`src/rtl/mem_port_arbiter.sv`:
```
// Arbitrates the single memory port between instruction fetch and data access.
// Data wins collisions, a starvation counter forces fetch, a watchdog aborts unacknowledged accesses.
module mem_port_arbiter #(
    parameter int ADDR_W       = 32,
    parameter int DATA_W       = 32,
    parameter int STARVE_LIMIT = 4,
    parameter int TIMEOUT      = 255
) (
    input  logic              clock,
    input  logic              reset,
    input  logic              ifReq,
    input  logic [ADDR_W-1:0] ifAddress,
    output logic [DATA_W-1:0] ifReadData,
    output logic              ifDone,
    input  logic              dRead,
    input  logic              dWrite,
    input  logic [ADDR_W-1:0] dAddress,
    input  logic [DATA_W-1:0] dWriteData,
    output logic [DATA_W-1:0] dReadData,
    output logic              dDone,
    output logic [ADDR_W-1:0] memAddress,
    output logic [DATA_W-1:0] memWriteData,
    output logic              memRead,
    output logic              memWrite,
    input  logic [DATA_W-1:0] memReadData,
    input  logic              memAck,
    output logic              busError
);

    localparam int STARVE_W = $clog2(STARVE_LIMIT + 1);
    localparam int WD_W     = $clog2(TIMEOUT + 1);

    localparam logic [STARVE_W-1:0] STARVE_MAX  = STARVE_W'(STARVE_LIMIT);
    localparam logic [STARVE_W-1:0] STARVE_ONE  = STARVE_W'(1);
    localparam logic [STARVE_W-1:0] STARVE_ZERO = STARVE_W'(0);
    localparam logic [WD_W-1:0]     WD_MAX      = WD_W'(TIMEOUT);
    localparam logic [WD_W-1:0]     WD_ONE      = WD_W'(1);
    localparam logic [WD_W-1:0]     WD_ZERO     = WD_W'(0);

    typedef enum logic [2:0] {
        ST_IDLE    = 3'd0,
        ST_BUSY_IF = 3'd1,
        ST_BUSY_D  = 3'd2,
        ST_DONE_IF = 3'd3,
        ST_DONE_D  = 3'd4
    } state_t;

    state_t              state_r;
    logic [STARVE_W-1:0] starve_cnt_r;
    logic [WD_W-1:0]     wd_r;

    logic                d_req_s;
    logic                grant_if_s;
    logic                grant_d_s;
    logic [WD_W-1:0]     wd_next_s;
    logic                timeout_s;

    function automatic logic [STARVE_W-1:0] starve_inc(input logic [STARVE_W-1:0] cnt);
        if (cnt == STARVE_MAX) begin
            return cnt;
        end else begin
            return cnt + STARVE_ONE;
        end
    endfunction

    // Fetch wins only when data is idle or data has starved it long enough.
    assign d_req_s    = dRead | dWrite;
    assign grant_if_s = ifReq & (~d_req_s | (starve_cnt_r == STARVE_MAX));
    assign grant_d_s  = d_req_s & ~grant_if_s;
    assign wd_next_s  = wd_r + WD_ONE;
    assign timeout_s  = (wd_next_s == WD_MAX);

    // Transaction FSM with all port-facing outputs registered.
    always_ff @(posedge clock) begin
        if (!reset) begin
            state_r      <= ST_IDLE;
            starve_cnt_r <= STARVE_ZERO;
            wd_r         <= WD_ZERO;
            ifReadData   <= {DATA_W{1'b0}};
            dReadData    <= {DATA_W{1'b0}};
            ifDone       <= 1'b0;
            dDone        <= 1'b0;
            memAddress   <= {ADDR_W{1'b0}};
            memWriteData <= {DATA_W{1'b0}};
            memRead      <= 1'b0;
            memWrite     <= 1'b0;
            busError     <= 1'b0;
        end else begin
            case (state_r)
                ST_IDLE: begin
                    wd_r   <= WD_ZERO;
                    ifDone <= 1'b0;
                    dDone  <= 1'b0;
                    if (grant_if_s) begin
                        state_r      <= ST_BUSY_IF;
                        memAddress   <= ifAddress;
                        memWriteData <= {DATA_W{1'b0}};
                        memRead      <= 1'b1;
                        memWrite     <= 1'b0;
                        starve_cnt_r <= STARVE_ZERO;
                    end else if (grant_d_s) begin
                        state_r      <= ST_BUSY_D;
                        memAddress   <= dAddress;
                        memWriteData <= dWriteData;
                        memRead      <= ~dWrite;
                        memWrite     <= dWrite;
                        starve_cnt_r <= ifReq ? starve_inc(starve_cnt_r) : STARVE_ZERO;
                    end else begin
                        state_r <= ST_IDLE;
                    end
                end
                ST_BUSY_IF: begin
                    if (memAck) begin
                        memRead    <= 1'b0;
                        memWrite   <= 1'b0;
                        ifReadData <= memReadData;
                        ifDone     <= 1'b1;
                        state_r    <= ST_DONE_IF;
                    end else if (timeout_s) begin
                        memRead    <= 1'b0;
                        memWrite   <= 1'b0;
                        ifReadData <= {DATA_W{1'b0}};
                        busError   <= 1'b1;
                        ifDone     <= 1'b1;
                        state_r    <= ST_DONE_IF;
                    end else begin
                        wd_r <= wd_next_s;
                    end
                end
                ST_BUSY_D: begin
                    if (memAck) begin
                        if (memRead) begin
                            dReadData <= memReadData;
                        end else begin
                            dReadData <= dReadData;
                        end
                        memRead  <= 1'b0;
                        memWrite <= 1'b0;
                        dDone    <= 1'b1;
                        state_r  <= ST_DONE_D;
                    end else if (timeout_s) begin
                        memRead   <= 1'b0;
                        memWrite  <= 1'b0;
                        dReadData <= {DATA_W{1'b0}};
                        busError  <= 1'b1;
                        dDone     <= 1'b1;
                        state_r   <= ST_DONE_D;
                    end else begin
                        wd_r <= wd_next_s;
                    end
                end
                ST_DONE_IF, ST_DONE_D: begin
                    ifDone  <= 1'b0;
                    dDone   <= 1'b0;
                    state_r <= ST_IDLE;
                end
                default: begin
                    ifDone   <= 1'b0;
                    dDone    <= 1'b0;
                    memRead  <= 1'b0;
                    memWrite <= 1'b0;
                    state_r  <= ST_IDLE;
                end
            endcase
        end
    end

endmodule
```
`config.mk`:
```
export PLATFORM = sky130hd
export DESIGN_NAME = mem_port_arbiter
export DESIGN_NICKNAME = d
export VERILOG_FILES = /design/src/rtl/mem_port_arbiter.sv
export SDC_FILE = /design/constraint.sdc
export NUM_CORES = 1
export LEC_CHECK = 0
export ABC_CLOCK_PERIOD_IN_PS = 2060
export CAP_MARGIN = 20
export CORE_MARGIN = 5
export CORE_UTILIZATION = 43
export DETAILED_ROUTE_END_ITERATION = 7
export GPL_TIMING_DRIVEN = 0
export PLACE_DENSITY = 0.79
export SYNTH_ARGS = -nofsm -noshare
export SYNTH_HDL_FRONTEND = slang
export SYNTH_SLANG_ARGS = --single-unit
```
`constraint.sdc`:
```
create_clock -name clock -period 2.06 [get_ports clock]
set_input_delay 0.412 -clock clock [delete_from_list [all_inputs] [get_ports clock]]
set_output_delay 0.412 -clock clock [all_outputs]
set_load 0.02 [all_outputs]
```
==> Word-level counts from Yosys, hierarchy flattened <==
Cells that the tools add are included.
{ "totals": {"regBits": 147, "elab_cells": 89} }
{ "op_classes": {"add_sub_neg": 2, "n_eq_ne": 14, "muxes": 34, "bitwise_logic": 11, "n_reduce_logical": 16} }
{ "ops": {"columns": ["cell", "n"], "rows": [
  ["32-bit two-way mux", 8],
  ["3-bit two-way mux", 8],
  ["8-bit two-way mux", 2],
  ["8-bit case mux with 2 select lines", 1],
  ["3-bit AND reduction", 5],
  ["3-bit != test (second input constant)", 4],
  ["2-bit AND reduction", 5],
  ["3-bit case mux with 3 select lines", 1],
  ["8-bit by 1-bit adder with 8-bit output (second input constant)", 1],
  ["8-bit equality test (second input constant)", 1],
  ["1-bit two-way mux", 8],
  ["1-bit inverter", 7],
  ["3-bit by 2-bit equality test with 1-bit output (second input constant)", 2],
  ["3-bit equality test (second input constant)", 2],
  ["2-bit != test (second input constant)", 3],
  ["1-bit case mux with 3 select lines", 2],
  ["2-bit nonzero test", 3],
  ["2-bit two-way mux", 2],
  ["1-bit case mux with 2 select lines", 2],
  ["2-bit OR reduction", 2],
  ["3-bit by 1-bit adder with 3-bit output (second input constant)", 1],
  ["3-bit by 1-bit equality test with 1-bit output (second input constant)", 1],
  ["3-bit logical NOT", 1],
  ["3-bit by 1-bit != test with 1-bit output (second input constant)", 1],
  ["other kinds (2)", 4]
]} }

==> Longest topological paths before layout <==
Gate-level depths: netlist (run 1).
{ "depth": {"ltp_word": 9, "ltp_mapped": 9, "depth_no_buf": 7} }

==> Worst setup path after synthesis (run 1) <==
No wires, ideal clock.
{ "synth_path": {"path_kind": "reg2reg", "startpoint": "reg wd_r[1]", "endpoint": "reg state_r[1]", "arrival_time_ns": 1.727, "required_ns": 1.989, "setup_slack_ns": 0.262, "path_stages_with_launch": 8, "n_path_buf": 1, "period_less_slack_ns": 1.798, "cell_sequence": "dfxtp_1 > ha_1 > and3_1 > mux2i_1 > o221ai_2 > buf_2 > a2111oi_2 > o21bai_1"} }
{ "synth_via": {"elab_chain_len": 4, "elab_cells_between_ends": 5} }
{ "synth_lines": {"columns": ["element", "line_no", "text"], "rows": [
  ["start, declared", "50", "logic [WD_W-1:0] wd_r;"],
  ["start signal, assigned", "127", "wd_r <= wd_next_s;"],
  ["start signal, assigned", "149", "wd_r <= wd_next_s;"],
  ["8-bit by 1-bit adder with 8-bit output (*)", "70", "assign wd_next_s = wd_r + WD_ONE;"],
  ["8-bit equality test (*)", "71", "assign timeout_s = (wd_next_s == WD_MAX);"],
  ["3-bit != test (no source line)", null, null],
  ["2-bit AND reduction (no source line) (*)", null, null],
  ["end signal, assigned", "76", "state_r <= ST_IDLE;"],
  ["end signal, assigned", "95", "state_r <= ST_BUSY_IF;"],
  ["end signal, assigned", "102", "state_r <= ST_BUSY_D;"],
  ["end, declared", "48", "state_t state_r;"]
]} }
Mark *: on every way between the ends. The rest lies on a longest branch, timed or not.
A chain may end at the register's enable or synchronous reset.

==> Worst setup path after layout (run 1) <==
{ "layout_path": {"startpoint": "reg wd_r[0]", "endpoint": "reg memRead"} }
{ "layout_via": {"elab_chain_len": 4} }
{ "layout_lines": {"columns": ["element", "line_no", "text"], "rows": [
  ["8-bit by 1-bit adder with 8-bit output", "70", null],
  ["8-bit equality test", "71", null],
  ["3-bit by 1-bit != test with 1-bit output (no source line)", null, null],
  ["3-bit AND reduction (no source line)", null, null],
  ["end signal, assigned", "105", "memRead <= ~dWrite;"],
  ["end, declared", "23", "output logic memRead,"]
]} }
No other way between the ends.

==> flow_metrics.py, run 1 <==
metrics = {
    "setup_path": {
        "slowest_stage": "dfxtp_2",
        "regToRegStartpoint": "wd_r[0]$_SDFFE_PN0P_",
        "critPathMaxStageDelay_ns": 0.37,
        "arrival_ns": 2.33,
        "worstSetupPathType": "register to register",
        "cp.required_ns": 2.41,
        "rrSetupSlack_ns": 0.08,
        "path_cells": "ha_2, and3_4, mux2i_1, o221ai_2, clkbuf_4, a21oi_1, mux2i_1",
        "cp_max_fo": 10,
        "ff2ff_path_depth": 7,
        "crit_top_cell": "mux2i_1",
        "critPathCaptureType": "register",
        "rr_endpoint": "memRead$_SDFFE_PN0P_",
        "startpoint_type": "register",
    },
    "routing": {
        "antenna_left": 0,
        "vias": 6307,
        "wire_per_inst_um": 17.5,
        "drt-total-wl_um": 20800,
        "dr.pass1.iters": 4,
        "vias_per_cell": 5.31,
        "drc": 0,
        "drt_iter0_drc": 307,
    },
    "run": {
        "max_cap_violations": 0,
    },
    "synth": {
        "ys_warn_count": 0,
        "synth_cell_type_count": 48,
        "post_synth_inst_count": 705,
        "synthTopCellsByCount": "147 x dfxtp_1, 107 x nor2_1, 77 x nand2_1",
        "async_flop_share_pct": 0,
        "synth_ff_type": "dfxtp_1",
        "synth_area_leaders": "dfxtp_1 47%, a311oi_2 6.9%, nor2_1 6.4%",
        "synth_top_area_cell": "dfxtp_1",
        "syn-num-nets": 843,
        "syn_avg_cell_area_um2": 8.92,
        "ys_seq_elements": 147,
        "yosysSeqAreaShare_pct": 46.8,
        "netlist.area_leader.share_pct": 46.8,
        "synth.cell_area_um2": 6290,
        "synth.most_common_cell": "dfxtp_1",
        "synth_edf_count": 0,
    },
    "min_path": {
        "hold_class": "primary input to register",
        "holdPathStages": 3,
        "hold_end": "state_r[0]$_SDFFE_PN0P_",
        "holdCritStartpoint": "ifReq",
    },
    "die": {
        "die_area_um2": 17100,
        "fp-row-count": 44,
        "die_w_um": 131,
        "die_h_um": 131,
        "io_pins": 267,
        "initial_core_util_pct": 43.6,
        "fp.coreArea_um2": 14400,
    },
    "clock_tree": {
        "clock_sinks": 147,
        "hold_buffers": 0,
        "clk_path_buf_depth": 2,
        "htreeDepth": 4,
        "cts_tree": "done",
        "root_buffer": "clkbuf_16",
        "cts_buffers": 17,
        "clk_latency_ns": 0.42,
        "clk_pin_slew_ns": 0.07,
    },
    "outcome": {
        "outcome": "completed",
    },
    "timing": {
        "hold_viol_final": 0,
        "relSlewSlack_pct": 47.6,
        "setup_viol_count_final": 0,
        "drv_slew": 0,
        "skew_ns": 0.0106,
        "worstMarginPinSlew_ns": 0.787,
        "min_period_over_period_pct": 96.2,
        "fmax_mhz": 505,
        "fin_ws_ns": 0.0786,
        "min_period_ns": 1.98,
    },
    "grt": {
        "grt.total_usage_pct": 24.0,
        "grt_pass1_wl_um": 32300,
        "gr-total-overflow": 0,
        "grt_pass1_vias": 6302,
        "antenna_found_initial": 0,
        "grt_max_degree": 17,
    },
    "power_and_ir_drop": {
        "switchingPower_uw": 2600,
        "p_clk_share_pct": 37.7,
        "p_comb_share_pct": 24.6,
        "ir_drop_mv": 0.605,
        "swShare_pct": 30.2,
        "p_per_area_nw_per_um2": 873,
        "internal_power_uw": 6020,
        "p_total_uw": 8620,
        "p_seq_share_pct": 37.7,
        "p_leak_uw": 0.00373,
    },
    "placed_design": {
        "dp_hpwl_um": 15600,
        "placed_cells": 1154,
        "place_area_um2": 9170,
        "dpl_worst_slack_ns": -0.358,
        "gp_congestion": 0.805,
        "port_buffers": 265,
    },
    "finish": {
        "design_area_um2": 9880,
        "final_layout_size_suffix_gt1_share_pct": 11.8,
        "final_core_utilization_pct": 68.5,
        "fin_nets": 1128,
        "fill_cells": 1206,
        "diodes": 0,
        "syn_to_final_growth_pct": 57.1,
        "finalNonFillerCells": 1187,
    },
}
==> routing by layer <==
| layer | track usage, % | up-vias | part of all wire [%] |
|---|---|---|---|
| li1 | - | 3103 | - |
| met1 | 27.8 | 2944 | 40 |
| met2 | 40.8 | 233 | 48 |
| met3 | 9.35 | 27 | 9.6 |
| met4 | 7.62 | 0 | 1.7 |
| met5 | 0 | - | 0 |
==> worst max-delay path: cells and delay by family, from the launching register on <==
kind,cells,cell delay [ns]
AO/OA/AOI/OAI,2,0.45
multiplexers,2,0.42
flip-flops,1,0.37
buffers and inverters,1,0.24
adder cells (fa/ha/maj),1,0.22
AND/OR/NAND/NOR,1,0.22
==> final cells by class <==
type | instances | area [um^2] | share of cell area (%)
inverter | 11 | 41.3 | 0.418
sequential | 147 | 2950 | 29.8
timing repair buffer | 267 | 2670 | 27.0
clock buffer | 17 | 425 | 4.31
tap | 184 | 230 | 2.33
clock inverter | 15 | 190 | 1.93
buffer | 59 | 315 | 3.19
multi-input combinational | 487 | 3060 | 31.0
==> layout by cell type (no fill, tap or decap), drive strengths merged, types with 5 or more instances in the layout <==
cell	synthesis	layout
clkdlybuf4s50	0	265
dfxtp	147	147
nor2	108	108
nand2	77	77
a21oi	71	71
clkbuf	27	46
o21ai	41	41
mux2i	35	35
a22oi	33	33
a211oi	32	32
a311oi	32	32
buf	33	32
inv	11	19
nand3	6	6
nor3	5	5
==> power groups by stage <==
stage	registers, uW	clock network, uW	logic [uW]
floorplan	3600	0	745
global placement	3300	0	2060
detailed placement	3310	0	2080
CTS	3250	3290	2110
global route	3280	3440	2280
finish	3250	3250	2120
==> worst max path at each step <==
stage,start,endpoint,slack [ns],cells past startpoint
final,wd_r[0]$_SDFFE_PN0P_,memRead$_SDFFE_PN0P_,0.08,7
after global routing,wd_r[1]$_SDFFE_PN0P_,memRead$_SDFFE_PN0P_,-0.05,7
after CTS,wd_r[0]$_SDFFE_PN0P_,ifReadData[18]$_SDFFE_PN0P_,-0.02,8
after detailed placement,dWrite,memWriteData[20]$_SDFFE_PN0P_,-0.36,6
after global placement,dWrite,memWriteData[10]$_SDFFE_PN0P_,-0.37,7
after floorplan,wd_r[1]$_SDFFE_PN0P_,state_r[1]$_SDFFE_PN0P_,0.26,7
==> cell families (layout without fill, tap and decap cells) <==
logic type,Yosys count,count (layout),synth area share (%)
AO/OA/AOI/OAI,227,227,26.5
XOR/XNOR,2,2,0.279
adder cells (fa/ha/maj),4,4,0.796
buffers and inverters,71,369,5.23
flip-flops,147,147,46.8
multiplexers,35,35,5.57
AND/OR/NAND/NOR,219,219,14.8
==> sequential cells by signal, summed over array words and instances, names as in the netlist <==
name          count
memRead           1
memAddress       32
memWriteData     32
dReadData        32
state_r           3
wd_r              8
dDone             1
busError          1
starve_cnt_r      3
memWrite          1
ifDone            1
ifReadData       32
==> per-stage QoR <==
step	setup TNS, ns	hold WS (ns)
finish	0	0.421
global route	-0.427	0.487
CTS	-0.230	0.369
detailed placement	-31.75	0.454
global placement	-30.12	0.449
floorplan	0	0.453
==> timing repair <==
action,CTS,global route
buffers inserted,0,2
resized for setup,8,18
endpoints found under the setup margin,63,113
endpoints found under the hold margin,0,0
(Power assumes the default switching activity.)
==> run 2: changes to the inputs <==
--- a/config.mk
+++ b/config.mk
@@ -8,10 +8,10 @@
 export ABC_CLOCK_PERIOD_IN_PS = 2060
 export CAP_MARGIN = 20
 export CORE_MARGIN = 5
-export CORE_UTILIZATION = 43
+export CORE_UTILIZATION = 40
 export DETAILED_ROUTE_END_ITERATION = 7
 export GPL_TIMING_DRIVEN = 0
-export PLACE_DENSITY = 0.79
+export PLACE_DENSITY = 0.74
 export SYNTH_ARGS = -nofsm -noshare
 export SYNTH_HDL_FRONTEND = slang
 export SYNTH_SLANG_ARGS = --single-unit
==> run 2 against run 1 <==
Compared with the run above: power fell by 0.60%; hold slack got worse by 0.0083 ns; clock skew fell by 0.0040 ns; non-clock buffer count rose by 2; clock power fell by 1%; global-route usage fell by 1.9 points; cell area rose by 0.47%; fmax rose by 1.2%; critical endpoint is now dReadData[3]$_SDFFE_PN0P_.
==> flow_metrics.py, run 2 (synthesized netlist as in run 1, its figures left out) <==
metrics = {
    "clock_tree": {
        "root_buffer": "clkbuf_16",
        "hold_buffers": 0,
        "cts_buffers": 17,
        "clk_path_buf_depth": 2,
        "clock_sinks": 147,
        "htreeDepth": 4,
        "clk_latency_ns": 0.42,
        "clk_pin_slew_ns": 0.06,
        "cts_tree": "done",
    },
    "setup_path": {
        "worstSetupPathType": "register to register",
        "path_cells": "ha_2, and3_2, mux2i_1, o221ai_2, o21ai_2, buf_4, o21ai_0",
        "critPathCaptureType": "register",
        "arrival_ns": 2.26,
        "cp_max_fo": 10,
        "regToRegStartpoint": "wd_r[1]$_SDFFE_PN0P_",
        "cp.required_ns": 2.36,
        "startpoint_type": "register",
        "worstSetupStartpoint": "wd_r[1]$_SDFFE_PN0P_",
        "rr_endpoint": "dReadData[3]$_SDFFE_PN0P_",
        "rrSetupSlack_ns": 0.10,
        "slowest_stage": "dfxtp_2",
        "critPathMaxStageDelay_ns": 0.37,
        "ff2ff_path_depth": 7,
    },
    "finish": {
        "diodes": 0,
        "multi_input_area_um2": 3040,
        "syn_to_final_growth_pct": 57.8,
        "final_cell_mix": "265 x clkdlybuf4s50_1, 145 x dfxtp_1, 106 x nor2_1, 76 x nand2_1, 71 x a21oi_1",
        "fill_cells": 1335,
        "final_common_cell": "clkdlybuf4s50_1",
        "final_layout_size_suffix_gt1_share_pct": 12.0,
        "seq_area_um2": 2950,
        "final_core_utilization_pct": 64.8,
        "fin_nets": 1130,
    },
    "min_path": {
        "hold_class": "primary input to register",
        "holdCritStartpoint": "ifReq",
        "hold_end": "state_r[0]$_SDFFE_PN0P_",
        "holdPathStages": 3,
    },
    "routing": {
        "vias_per_cell": 5.17,
        "drt-total-wl_um": 21100,
        "wire_per_inst_um": 17.3,
        "drt_iter0_drc": 321,
        "vias": 6284,
        "dr.pass1.iters": 4,
        "antenna_left": 0,
        "drc": 0,
    },
    "grt": {
        "grt_max_degree": 17,
        "gr-total-overflow": 0,
        "grt.total_usage_pct": 22.1,
        "grt_pass1_vias": 6107,
        "antenna_found_initial": 0,
        "grt_pass1_wl_um": 32100,
    },
    "timing": {
        "rsz0062_at_grt": "true",
        "skew_ns": 0.00664,
        "relSlewSlack_pct": 51.5,
        "min_period_over_period_pct": 95.0,
        "setup_viol_count_final": 0,
        "worstMarginPinSlew_ns": 0.727,
        "fmax_mhz": 511,
        "min_period_ns": 1.96,
        "drv_slew": 0,
        "tns_ns": 0,
        "hold_viol_final": 0,
    },
    "die": {
        "die_h_um": 135,
        "fp.coreArea_um2": 15300,
        "die_w_um": 135,
        "initial_core_util_pct": 41.1,
        "io_pins": 267,
        "die_area_um2": 18300,
        "fp-row-count": 45,
    },
    "power_and_ir_drop": {
        "p_per_area_nw_per_um2": 864,
        "ir_drop_mv": 0.552,
        "p_leak_uw": 0.00375,
        "p_total_uw": 8570,
    },
    "placed_design": {
        "port_buffers": 265,
        "dp_hpwl_um": 15700,
        "gp_congestion": 0.784,
    },
    "outcome": {
        "outcome": "completed",
    },
    "run": {
        "max_cap_violations": 0,
    },
}
==> run 2: cell types whose count changed in the layout (fill, tap and decap cells not counted), sizes merged <==
| cell | delta |
|---|---|
| buf | +4 |
| inv | -4 |
| clkinvlp | +2 |
| clkbuf | -1 |
| clkinv | +1 |
==> run 2: area by class of cell <==
class                   count  share of cell area, %
plain buffers              60                   3.50
clock buffers              18                   4.32
clock inverters            14                   1.80
inverters                  11                  0.416
multi-input cells         487                   30.7
flip-flops and latches    147                   29.7
well taps                 211                   2.66
repair buffers            268                   27.0
==> run 2: worst max path at each step <==
stage	depth (start not counted)	to	slack [ns]
final	7	dReadData[3]$_SDFFE_PN0P_	0.10
after global routing	7	dReadData[22]$_SDFFE_PN0P_	-0.04
after CTS	8	ifReadData[27]$_SDFFE_PN0P_	-0.03
after detailed placement	5	wd_r[2]$_SDFFE_PN0P_	-0.42
after global placement	5	wd_r[2]$_SDFFE_PN0P_	-0.39
after floorplan	7	state_r[1]$_SDFFE_PN0P_	0.26
==> run 2: timing repair <==
item                                    4_1_cts  5_1_grt
gates resized for setup                       7       35
buffers inserted                              0        3
endpoints found under the setup margin       64      101
==> run 2: layer usage <==
metal	GRT usage (%)	wire, um	share of wire, %
met5	0	0	0
met1	26.7	8730	41
met4	7.05	384	1.8
met3	8.99	2110	10
met2	36.0	9850	47
==> run 2: power breakdown <==
part / total, uW / internal [uW] / leakage, uW / switching [uW]
Combinational: 2110 / 968 / 0.00226 / 1140
Sequential: 3250 / 3110 / 0.00120 / 141
Clock: 3210 / 1920 / 0.000281 / 1290
==> run 2: worst max-delay path, delay by kind of cell, from the launching register on <==
| family | cells | cell delay (ns) |
|---|---|---|
| AOI/OAI and AO/OA | 3 | 0.57 |
| and+or+nand+nor | 1 | 0.23 |
| adders and majority gates | 1 | 0.21 |
| buffers and inverters | 1 | 0.23 |
| muxes | 1 | 0.22 |
| DFF | 1 | 0.37 |
==> run 2: stage by stage <==
step                setup WS [ns]  hold WS [ns]  instance area (um^2)  std cells
global route              -0.0398         0.460                  9930       1216
floorplan                   0.262         0.453                  6290        705
CTS                       -0.0280         0.373                  9830       1213
global placement           -0.393         0.463                  9210       1181
finish                      0.102         0.413                  9930       1216
detailed placement         -0.424         0.469                  9210       1181
